===== config.mk =====
export PLATFORM = sky130hd
export DESIGN_NAME = axis_rr_arbiter
export DESIGN_NICKNAME = d
export VERILOG_FILES = /design/src/rtl/arb_pkg.sv /design/src/rtl/arb_rr_pick.sv /design/src/rtl/axis_rr_arbiter.sv
export SDC_FILE = /design/constraint.sdc
export NUM_CORES = 1
export LEC_CHECK = 0
export ABC_CLOCK_PERIOD_IN_PS = 2300
export CAP_MARGIN = 10
export CORE_ASPECT_RATIO = 0.6
export CORE_MARGIN = 2
export CORE_UTILIZATION = 35
export DETAILED_ROUTE_END_ITERATION = 7
export PLACE_DENSITY = 0.8
export SETUP_SLACK_MARGIN = 0.1
export SLEW_MARGIN = 0
export SYNTH_ARGS = -nofsm -noshare
export SYNTH_HDL_FRONTEND = slang
export SYNTH_SLANG_ARGS = --single-unit

===== constraint.sdc =====
create_clock -name aclk -period 2.3 [get_ports aclk]
set_clock_uncertainty 0.1 [all_clocks]
set_input_delay 0.575 -clock aclk [delete_from_list [all_inputs] [get_ports aclk]]
set_output_delay 0.575 -clock aclk [all_outputs]
set_load 0.03 [all_outputs]

===== src/rtl/arb_pkg.sv =====
// Shared definitions for the AXI-Stream round-robin arbiter: FSM encoding,
// packet-counter width and a constant clog2 used to size source indices.
package arb_pkg;

    typedef enum logic {
        IDLE = 1'b0,
        LOCK = 1'b1
    } arb_state_e;

    localparam int PKT_CNT_WIDTH = 16;

    function automatic int clog2(input int value);
        int result;
        result = 0;
        while ((1 << result) < value) begin
            result = result + 1;
        end
        return result;
    endfunction

endpackage


===== src/rtl/arb_rr_pick.sv =====
// Combinational round-robin picker: returns the first asserted request at or
// above ptr, wrapping modulo NUM_INPUTS.
module arb_rr_pick
    import arb_pkg::*;
#(
    parameter int  NUM_INPUTS = 4,
    localparam int SEL_WIDTH  = clog2(NUM_INPUTS)
) (
    input  logic [NUM_INPUTS-1:0] req,
    input  logic [SEL_WIDTH-1:0]  ptr,
    output logic                  any,
    output logic [SEL_WIDTH-1:0]  index
);

    // Scan offsets from the farthest down so the nearest request to ptr wins.
    always_comb begin
        int pos_v;
        pos_v = 0;
        any   = |req;
        index = '0;
        for (int off = NUM_INPUTS - 1; off >= 0; off--) begin
            pos_v = int'(ptr) + off;
            pos_v = (pos_v >= NUM_INPUTS) ? (pos_v - NUM_INPUTS) : pos_v;
            index = req[pos_v] ? SEL_WIDTH'(pos_v) : index;
        end
    end

endmodule


===== src/rtl/axis_rr_arbiter.sv =====
// Packet-granular round-robin arbiter sharing one registered AXI-Stream output.
// Optional per-input packet counters are enabled by AXIS_RR_ARBITER_PKT_CNT_EN.
module axis_rr_arbiter
    import arb_pkg::*;
#(
    parameter int  DATA_WIDTH = 32,
    parameter int  NUM_INPUTS = 4,
    localparam int SEL_WIDTH  = clog2(NUM_INPUTS)
) (
    input  logic                             aclk,
    input  logic                             aresetn,
    input  logic [NUM_INPUTS*DATA_WIDTH-1:0] s_data,
    input  logic [NUM_INPUTS-1:0]            s_valid,
    input  logic [NUM_INPUTS-1:0]            s_last,
    output logic [NUM_INPUTS-1:0]            s_ready,
    output logic [DATA_WIDTH-1:0]            m_data,
    output logic                             m_last,
    output logic [SEL_WIDTH-1:0]             m_dest,
    output logic                             m_valid,
    input  logic                             m_ready
`ifdef AXIS_RR_ARBITER_PKT_CNT_EN
    ,
    output logic [NUM_INPUTS*PKT_CNT_WIDTH-1:0] pkt_cnt
`endif
);

    localparam logic [SEL_WIDTH-1:0] LAST_IDX = SEL_WIDTH'(NUM_INPUTS - 1);

    arb_state_e              state_r, state_nxt_s;
    logic [SEL_WIDTH-1:0]    grant_r, grant_nxt_s;
    logic [SEL_WIDTH-1:0]    ptr_r, ptr_nxt_s;
    logic                    pick_any_s;
    logic [SEL_WIDTH-1:0]    pick_idx_s;
    logic                    int_ready_s;
    logic                    accept_s;
    logic                    accept_last_s;
    logic [NUM_INPUTS-1:0]   s_ready_s;
    logic [DATA_WIDTH-1:0]   m_data_r;
    logic                    m_last_r;
    logic [SEL_WIDTH-1:0]    m_dest_r;
    logic                    m_valid_r;

    arb_rr_pick #(
        .NUM_INPUTS (NUM_INPUTS)
    ) u_pick (
        .req   (s_valid),
        .ptr   (ptr_r),
        .any   (pick_any_s),
        .index (pick_idx_s)
    );

    assign int_ready_s   = ~m_valid_r | m_ready;
    assign accept_s      = (state_r == LOCK) & s_valid[grant_r] & int_ready_s;
    assign accept_last_s = accept_s & s_last[grant_r];

    // Arbitration FSM next-state and per-input ready generation.
    always_comb begin
        state_nxt_s = state_r;
        grant_nxt_s = grant_r;
        ptr_nxt_s   = ptr_r;
        s_ready_s   = '0;
        case (state_r)
            IDLE: begin
                if (pick_any_s) begin
                    state_nxt_s = LOCK;
                    grant_nxt_s = pick_idx_s;
                end else begin
                    state_nxt_s = IDLE;
                end
            end
            LOCK: begin
                s_ready_s[grant_r] = int_ready_s;
                if (accept_last_s) begin
                    state_nxt_s = IDLE;
                    ptr_nxt_s   = (grant_r == LAST_IDX) ? '0 : (grant_r + SEL_WIDTH'(1));
                end else begin
                    state_nxt_s = LOCK;
                end
            end
            default: begin
                state_nxt_s = IDLE;
            end
        endcase
    end

    // FSM, grant and round-robin pointer registers.
    always_ff @(posedge aclk) begin
        if (!aresetn) begin
            state_r <= IDLE;
            grant_r <= '0;
            ptr_r   <= '0;
        end else begin
            state_r <= state_nxt_s;
            grant_r <= grant_nxt_s;
            ptr_r   <= ptr_nxt_s;
        end
    end

    // One-deep output slice: reloads whenever it is empty or being drained.
    always_ff @(posedge aclk) begin
        if (!aresetn) begin
            m_valid_r <= 1'b0;
            m_data_r  <= '0;
            m_last_r  <= 1'b0;
            m_dest_r  <= '0;
        end else if (int_ready_s) begin
            m_valid_r <= accept_s;
            if (accept_s) begin
                m_data_r <= s_data[grant_r*DATA_WIDTH +: DATA_WIDTH];
                m_last_r <= s_last[grant_r];
                m_dest_r <= grant_r;
            end
        end
    end

    assign s_ready = s_ready_s;
    assign m_data  = m_data_r;
    assign m_last  = m_last_r;
    assign m_dest  = m_dest_r;
    assign m_valid = m_valid_r;

`ifdef AXIS_RR_ARBITER_PKT_CNT_EN
    logic [NUM_INPUTS-1:0][PKT_CNT_WIDTH-1:0] pkt_cnt_r;

    // Completed-packet counters, wrapping naturally at full scale.
    always_ff @(posedge aclk) begin
        if (!aresetn) begin
            pkt_cnt_r <= '0;
        end else if (accept_last_s) begin
            pkt_cnt_r[grant_r] <= pkt_cnt_r[grant_r] + PKT_CNT_WIDTH'(1);
        end
    end

    assign pkt_cnt = pkt_cnt_r;
`endif

endmodule

# After elaboration in Yosys (flattened, before gate mapping)
# Index checks and enable logic that the tools add are counted.
[totals]
register_bits = 41
latchBits = 0
mem_bits_rw = 0
mem_bits_ro = 0
inputBits = 139
output_inout_bits = 40
word_cells = 70
memories = 0
[op_classes]
add_sub_neg = 8
mul = 0
div = 0
n_lt_le_gt_ge = 10
eq_ne = 1
shift = 1
n_mux = 31
bitwise = 7
reduce_logical = 5
[op_table]
columns = ["op", "count"]
rows = [
  ["$lt A32 B4 Y1 const B", 4],
  ["$mux W32", 4],
  ["$shiftx A128 B8 Y32", 1],
  ["$ge A32 B4 Y1 const B", 3],
  ["$sub A32 B4 Y32 const B", 3],
  ["$mux W1", 13],
  ["$bmux W1 S2", 6],
  ["$mux W2", 5],
  ["$add A2 B2 Y3 const B", 2],
  ["$reduce_and A2 Y1", 3],
  ["$and A4 B4 Y4", 1],
  ["$mux W4", 1],
  ["$reduce_or A4 Y1", 1],
  ["$sub A2 B3 Y4 const B", 1],
  ["$add A2 B1 Y3 const B", 1],
  ["$and A1 B1 Y1", 3],
  ["$ge A2 B3 Y1 const B", 1],
  ["$lt A2 B3 Y1 const B", 1],
  ["$add A2 B1 Y2 const B", 1],
  ["$demux W1 S2", 1],
  ["$eq A2 B2 Y1 const B", 1],
  ["$ge A2 B1 Y1 const B", 1],
  ["$not A1 Y1", 2],
  ["$pmux W1 S2", 1],
  ["other kinds (2)", 2],
]

# Longest topological paths before layout
# Gate-level depths: netlist of run 1.
[logic_depth]
ltp_word = 10
ltp_mapped = 7
depth_no_buf = 4

# Modules after synthesis
# From an unflattened synthesis of run 1, not the netlist that was laid out.
[hier_totals]
hier_cells = 250
hier_area_um2 = 2563.7
[by_module_without_submodules]
columns = ["mod", "n_inst", "cells_per_inst", "area_each_um2", "seq_area_each_um2"]
rows = [
  ["axis_rr_arbiter", 1, 237, 2486.1, 820.8],
  ["arb_rr_pick", 1, 13, 77.6, 0.0],
]

# Worst setup path after synthesis of run 1
# Ideal clock, no wire load.
[synth_path]
path_kind = "register -> output"
from = "register grant_r[1]"
to = "output port s_ready[1]"
arrival_ps = 1318
required_ps = 1625
slack_ps = 307
path_stages_with_launch = 6
path_buffers = 2
cell_sequence = "dfxtp_1 -> buf_2 -> buf_2 -> inv_1 -> ha_1 -> and3_1"
[synth_via]
elab_chain_len = 6
elab_cells_between_ends = 7
classes_between = "order compare: 2; mux: 3; bitwise: 1; reduce/logical: 1"
[synth_rtl]
columns = ["element", "line", "text"]
rows = [
  ["start: declaration", "axis_rr_arbiter.sv:30", "logic [SEL_WIDTH-1:0] grant_r, grant_nxt_s;"],
  ["start signal: assignment", "axis_rr_arbiter.sv:94", "grant_r <= grant_nxt_s;"],
  ["$lt A2 B3 Y1 (not written as such) or $ge A2 B1 Y1 (tied branches)", "axis_rr_arbiter.sv:72", "s_ready_s[grant_r] = int_ready_s;"],
  ["$logic_and A1 B1 Y1 (not written as such)", "axis_rr_arbiter.sv:72", ""],
  ["$mux W1 (not written as such)", "axis_rr_arbiter.sv:72", ""],
  ["$demux W1 S2 *", "axis_rr_arbiter.sv:72", ""],
  ["$and A4 B4 Y4 (no line) *", "-", ""],
  ["$mux W4 *", "axis_rr_arbiter.sv:62", "case (state_r)"],
  ["end: declaration", "axis_rr_arbiter.sv:15", "output logic [NUM_INPUTS-1:0] s_ready,"],
]
# Mark *: on every way between the ends. The rest lies on a longest branch, timed or not.

# Worst setup path after layout of run 1
[layout_path]
from = "input port m_ready"
to = "output port s_ready[0]"
[layout_via]
elab_chain_len = 3
[layout_rtl]
columns = ["element", "line", "text"]
rows = [
  ["start: declaration", "axis_rr_arbiter.sv:20", "input logic m_ready"],
  ["$or A1 B1 Y1", "axis_rr_arbiter.sv:52", "assign int_ready_s = ~m_valid_r | m_ready;"],
  ["$and A4 B4 Y4 (no line)", "-", ""],
  ["$mux W4", "axis_rr_arbiter.sv:62", ""],
]
# No other way between the ends.

==> impl_metrics.env, run 1 <==
export IMPL_avgSynthCellArea_um2=10.3
export IMPL_drc=0
export IMPL_ys_seq_elements=41
export IMPL_die_w_um=114
export IMPL_slew_violations=0
export IMPL_crit_type="input port to primary output"
export IMPL_total_power_uw=2630
export IMPL_dr_first_iter_drc_count=181
export IMPL_grt_ovfl_total=0
export IMPL_num_antenna_cells=0
export IMPL_slew_limit_headroom=0.728
export IMPL_grt_pass1_vias=2683
export IMPL_synth_edf_count=0
export IMPL_h_tree_depth=2
export IMPL_hold_violations=0
export IMPL_cts_hold_buf=0
export IMPL_startpoint="m_ready"
export IMPL_place_hpwl_mm=6.49
export IMPL_synth_cell_types=31
export IMPL_required_ns=1.62
export IMPL_ios=179
export IMPL_clock_path_buffers=2
export IMPL_start_util=0.356
export IMPL_rows=24
export IMPL_grt_start_max_net_pins=45
export IMPL_clock_root_buffer="clkbuf_16"
export IMPL_reg2reg_slack_ns=0.41
export IMPL_clock_sinks=41
export IMPL_dieArea_um2=8020
export IMPL_die_h_um=70.2
export IMPL_maxCapViolations=0
export IMPL_io_buffers=178
export IMPL_place_congestion=0.804
export IMPL_cts_tree="done"
export IMPL_gr_usage_all_layers=0.197
export IMPL_yosys_most_used_dff="dfxtp_1"
export IMPL_syn_nets=390
export IMPL_critPathArrivalTime_ns=1.49
export IMPL_cp_end_kind="primary output"
export IMPL_grt_pass1_wl_mm=12.5
export IMPL_yosys_area_top_type_share=0.321
export IMPL_viasPerCell=5.05
export IMPL_wire_per_inst_um=15.8
export IMPL_startpoint_type="input port"
export IMPL_clkTransAtPathRegs_ns=0.06
export IMPL_max_stage_delay_ns=0.45
export IMPL_clk_insertion_delay_late_ns=0.27
export IMPL_setup_violations=0
export IMPL_area_growth_pct=82.2
export IMPL_firstDrtPassIters=4
export IMPL_status="finished clean"
export IMPL_rsz0062_at_grt="no"
export IMPL_synth_most_common_cell="nand2_1"
export IMPL_slowest_stage="clkdlybuf4s50_1"
export IMPL_fin_crit_ns=2.16
export IMPL_yosys_area_top_type="dfxtp_1"
export IMPL_timing_fmax_mhz=463
export IMPL_fin_crit_sh=0.939
export IMPL_postSynthCellCount=247
export IMPL_seq_area_frac_synth=0.321
export IMPL_path_max_fanout=5
export IMPL_final_fill_count=585
export IMPL_wl_mm=8.17
export IMPL_synth_common_cells="nand2_1, dfxtp_1, mux4_2"
export IMPL_r2r_start="grant_r[0]"
export IMPL_async_flop_share=0
export IMPL_antenna_found_initial=0
export IMPL_hold_start="m_data[25]"
export IMPL_power_density_nw_per_um2=565
export IMPL_final_nets=569
export IMPL_path_cells="clkdlybuf4s50_1 > nand2b_4 > and3_1 > buf_4"
export IMPL_leakagePower_uw=0.00166
export IMPL_syn_area_um2=2550
export IMPL_final_setup_tns_ns=0
export IMPL_synth_area_top_cells="dfxtp_1, mux4_2, nand2_1"
export IMPL_tightest_slew_ns=0.407
export IMPL_drive_gt1_frac=0.162
export IMPL_cts_made_buffers=5
export IMPL_ys_warn_count=0
export IMPL_vdd_drop_max_v=0.000352
export IMPL_min_path_type="register to register"
export IMPL_ant_nets=0
export IMPL_core_area_um2=7180
export IMPL_via_count=2618
-- logic make-up after synthesis --
family,Yosys count,synth area share
buf+inv,25,0.0607
flops,41,0.321
fa+ha+maj,4,0.0196
simple gates,90,0.146
compound gates,50,0.140
mux,37,0.312
-- power breakdown --
| group | leakage, µW | total [µW] | internal [µW] | switching (µW) |
|---|---|---|---|---|
| clock | 0.0000841 | 810 | 542 | 268 |
| combinational | 0.00124 | 983 | 560 | 423 |
| sequential | 0.000335 | 837 | 783 | 54.8 |
-- worst max-delay path, delay by kind of cell --
kind	cells	cell delay (ns)
buf+inv	2	0.61
simple gates	2	0.30
-- state kept, by name (all words and copies together), names as in the netlist --
name / count
grant_r: 2
m_data: 32
m_dest: 2
m_last: 1
m_valid: 1
ptr_r: 2
state_r: 1
-- path summary, 6_finish.rpt --
path,to,cells past startpoint
setup / recovery,s_ready[0],4
hold / removal,m_data[25],2
setup reg to reg,m_data[21],6
hold reg to reg,m_data[25],2
-- cells in the final DEF, fill, tap and decap left out, types with 3 or more instances in the layout --
cell / n
nand2_1: 75
a21oi_1: 3
dfxtp_1: 39
buf_12: 3
clkbuf_16: 5
inv_1: 3
mux4_2: 34
and3_1: 3
clkdlybuf4s50_1: 174
ha_1: 4
a21boi_1: 30
buf_4: 15
a21boi_0: 6
o21ai_1: 3
-- metal layers --
metal	GRT usage	wire length [µm]
met5	0	0
met4	0.0366	76
met3	0.0694	946
met2	0.349	3970
met1	0.232	3180
-- metrics by stage --
stage | hold WS (ns) | instance area [µm²] | cells | worst slack (ns) | util
global placement | 0.340 | 4460 | 510 | 0.00923 | 0.621
detailed placement | 0.345 | 4460 | 510 | -0.0631 | 0.621
CTS | 0.353 | 4640 | 518 | 0.119 | 0.646
global route | 0.373 | 4650 | 518 | 0.103 | 0.649
finish | 0.354 | 4650 | 518 | 0.139 | 0.649
floorplan | 0.341 | 2550 | 247 | 0.307 | -
-- timing repair --
action / in CTS / in global routing
gates resized for setup: 1 / 4
setup buffers: 0 / 0
gates cloned: 0 / 0
endpoints found under the setup margin: 4 / 2
-- layout make-up --
| cell class | instances | area [µm²] | area share |
|---|---|---|---|
| inverter | 3 | 11.3 | 0.00242 |
| clock inverter | 1 | 30.0 | 0.00645 |
| timing repair buffer | 194 | 1940 | 0.416 |
| sequential | 41 | 823 | 0.177 |
| multi-input combinational | 181 | 1600 | 0.343 |
| tap | 91 | 114 | 0.0245 |
| clock buffer | 7 | 143 | 0.0306 |
No activity file was read; power rests on OpenSTA's default activity.
==> run 2: changes to the inputs <==
--- a/config.mk
+++ b/config.mk
@@ -11,9 +11,10 @@
 export CORE_MARGIN = 2
 export CORE_UTILIZATION = 35
 export DETAILED_ROUTE_END_ITERATION = 7
+export HOLD_SLACK_MARGIN = 0.03
 export PLACE_DENSITY = 0.8
 export SETUP_SLACK_MARGIN = 0.1
-export SLEW_MARGIN = 0
+export SLEW_MARGIN = 20
 export SYNTH_ARGS = -nofsm -noshare
 export SYNTH_HDL_FRONTEND = slang
 export SYNTH_SLANG_ARGS = --single-unit
==> results of run 2 <==
Same layout as run 1: the final DEF is identical, and so are final timing and power.
==> patch (config.mk and constraints of run 1) <==
Set the parameter `DATA_WIDTH` to 16 (it was 32).
--- a/src/rtl/axis_rr_arbiter.sv
+++ b/src/rtl/axis_rr_arbiter.sv
@@ -4,5 +4,5 @@
     import arb_pkg::*;
 #(
-    parameter int  DATA_WIDTH = 32,
+    parameter int  DATA_WIDTH = 16,
     parameter int  NUM_INPUTS = 4,
     localparam int SEL_WIDTH  = clog2(NUM_INPUTS)
Interface: changed (resized m_data and s_data); port bits go from 179 to 99. No check against the original RTL was run, so the function may have changed too.
==> patch against run 1 <==
Sequential cell count down 16; largest power group unchanged; largest cell class unchanged; routed wire length is 43% lower; final area decreased by 40%; power down 48%; critical path type unchanged; cell count decreased by 38%; worst setup slack worse by 8.2 ps; synthesized area shrank 39%.
==> patch: results (changes against run 1) <==
[placed_design]
pre_cts_slack_ps = 15.65  ; was -63.14 ps
place_congestion = 0.8010  ; was 0.8041
io_buffers = 98  ; was 178
place_area_mm2 = 0.002691  ; was 0.004457 mm^2

[critical_path]
reg2regPathDepth = 5  ; was 6
r2r_end = m_last  ; was m_data[21]
cpMaxStageDelayCell = clkdlybuf4s50_1  ; unchanged
cp_max_fo = 6  ; was 5
ff2ff_setup_slack_ps = 460  ; was 410 ps
r2r_start = grant_r[1]  ; was grant_r[0]
slowest_delay_ps = 460
crit_end = s_ready[0]  ; unchanged

[finish]
non_clock_buffer_area_share = 0.4150  ; was 0.4161
buffers = 115  ; was 194
nMultiInputCombCells = 116  ; was 181
fill_cells = 354  ; was 585
seq_share = 0.1809  ; was 0.1769
final-clk-cell-share = 0.01669  ; was 0.03710
multi_input_area_um2 = 988.4  ; was 0.001597 mm^2
nets = 343  ; was 569
drive_above_1_share = 0.1863  ; was 0.1616
final_area_mm2 = 0.002774  ; was 0.004654 mm^2

[power]
p_sw_w = 0.0004195  ; was 0.0007459 W
comb_power_share = 0.431  ; was 0.374
p_leak_nw = 1.006  ; was 1.658 nW
cellPowerDensity_mw_per_mm2 = 489.6  ; was 565.2 mW/mm^2
p_clk_frac = 0.189  ; was 0.308
ir_drop_v = 0.0002173  ; was 0.0003515 V

[timing]
worstMarginPinSlew_ps = 412.9  ; was 407.1 ps
max_freq_mhz = 461.1  ; was 462.8 MHz

[global_routing]
first_global_vias = 1613  ; was 2683
grt_usage = 0.1888  ; was 0.1969
grt_pass1_wl_um = 7541  ; was 12450 um
grt_max_degree = 18  ; was 45

[clock_tree]
h-tree-depth = 1  ; was 2
path_clk_slew_ps = 90  ; was 60 ps
cts_resized = 3  ; was 1
cts_root_buffer = clkbuf_8  ; was clkbuf_16
clk_latency_ps = 270  ; about the same
cts_buffers = 3  ; was 5

[logic_synthesis]
synth_area_leaders = dfxtp_1 32%, mux4_2 26%, nand2_1 10%  ; was dfxtp_1 32%, mux4_2 30%, nand2_1 11%
ys_ff_latch = 25  ; was 41
yosysSeqAreaShare = 0.3221  ; was 0.3213
syn_nets = 235  ; was 390
synth.distinct_cells = 29  ; was 31
synth_cells = 156  ; was 247
synth_common_cells = 42 x nand2_1, 25 x dfxtp_1, 18 x mux4_2  ; was 75 x nand2_1, 41 x dfxtp_1, 34 x mux4_2
synth_top_area_share = 0.3221  ; was 0.3213

[run_status]
status = finished, final reports clean  ; unchanged

[route]
drt_iter0_markers = 72  ; was 181
wl_um = 4618  ; was 8165 um
routedWlPerCell_um = 14.30  ; was 15.76 um
via_per_inst = 4.981  ; was 5.054

[floorplanning]
nWellTaps = 60  ; was 91

[patch: changes by cell type after synthesis, moves of 4 or more]
cell             run 1  this run
dfxtp_1             41        25
mux4_2              34        18
a21boi_1            30        11
buf_4                5         1
nand2_1             75        42
a21boi_0             6        10
[patch: cells by family after synthesis]
family | count (synthesis) | share of synthesized area
mux | 21 | 0.2810
flops | 25 | 0.3221
simple gates | 57 | 0.1618
fa+ha+maj | 4 | 0.03221
compound gates | 34 | 0.1530
buf+inv | 15 | 0.04992
[patch: how the worst min path moves through the flow]
stage / startpoint / to / slack [ps] / cells after the start
after floorplan: ptr_r[0] / ptr_r[0] / 350 / 2
after global placement: m_data[4] / m_data[4] / 340 / 2
after detailed placement: m_data[10] / m_data[10] / 350 / 2
after CTS: m_data[10] / m_data[10] / 360 / 2
after global routing: m_data[3] / m_data[3] / 380 / 2
final: m_data[9] / m_data[9] / 360 / 2
[patch: routing by layer]
layer	wire, um	global-route usage
met5	0	0
met4	21	0.02637
met3	513	0.08401
met2	2172	0.3233
met1	1911	0.2269
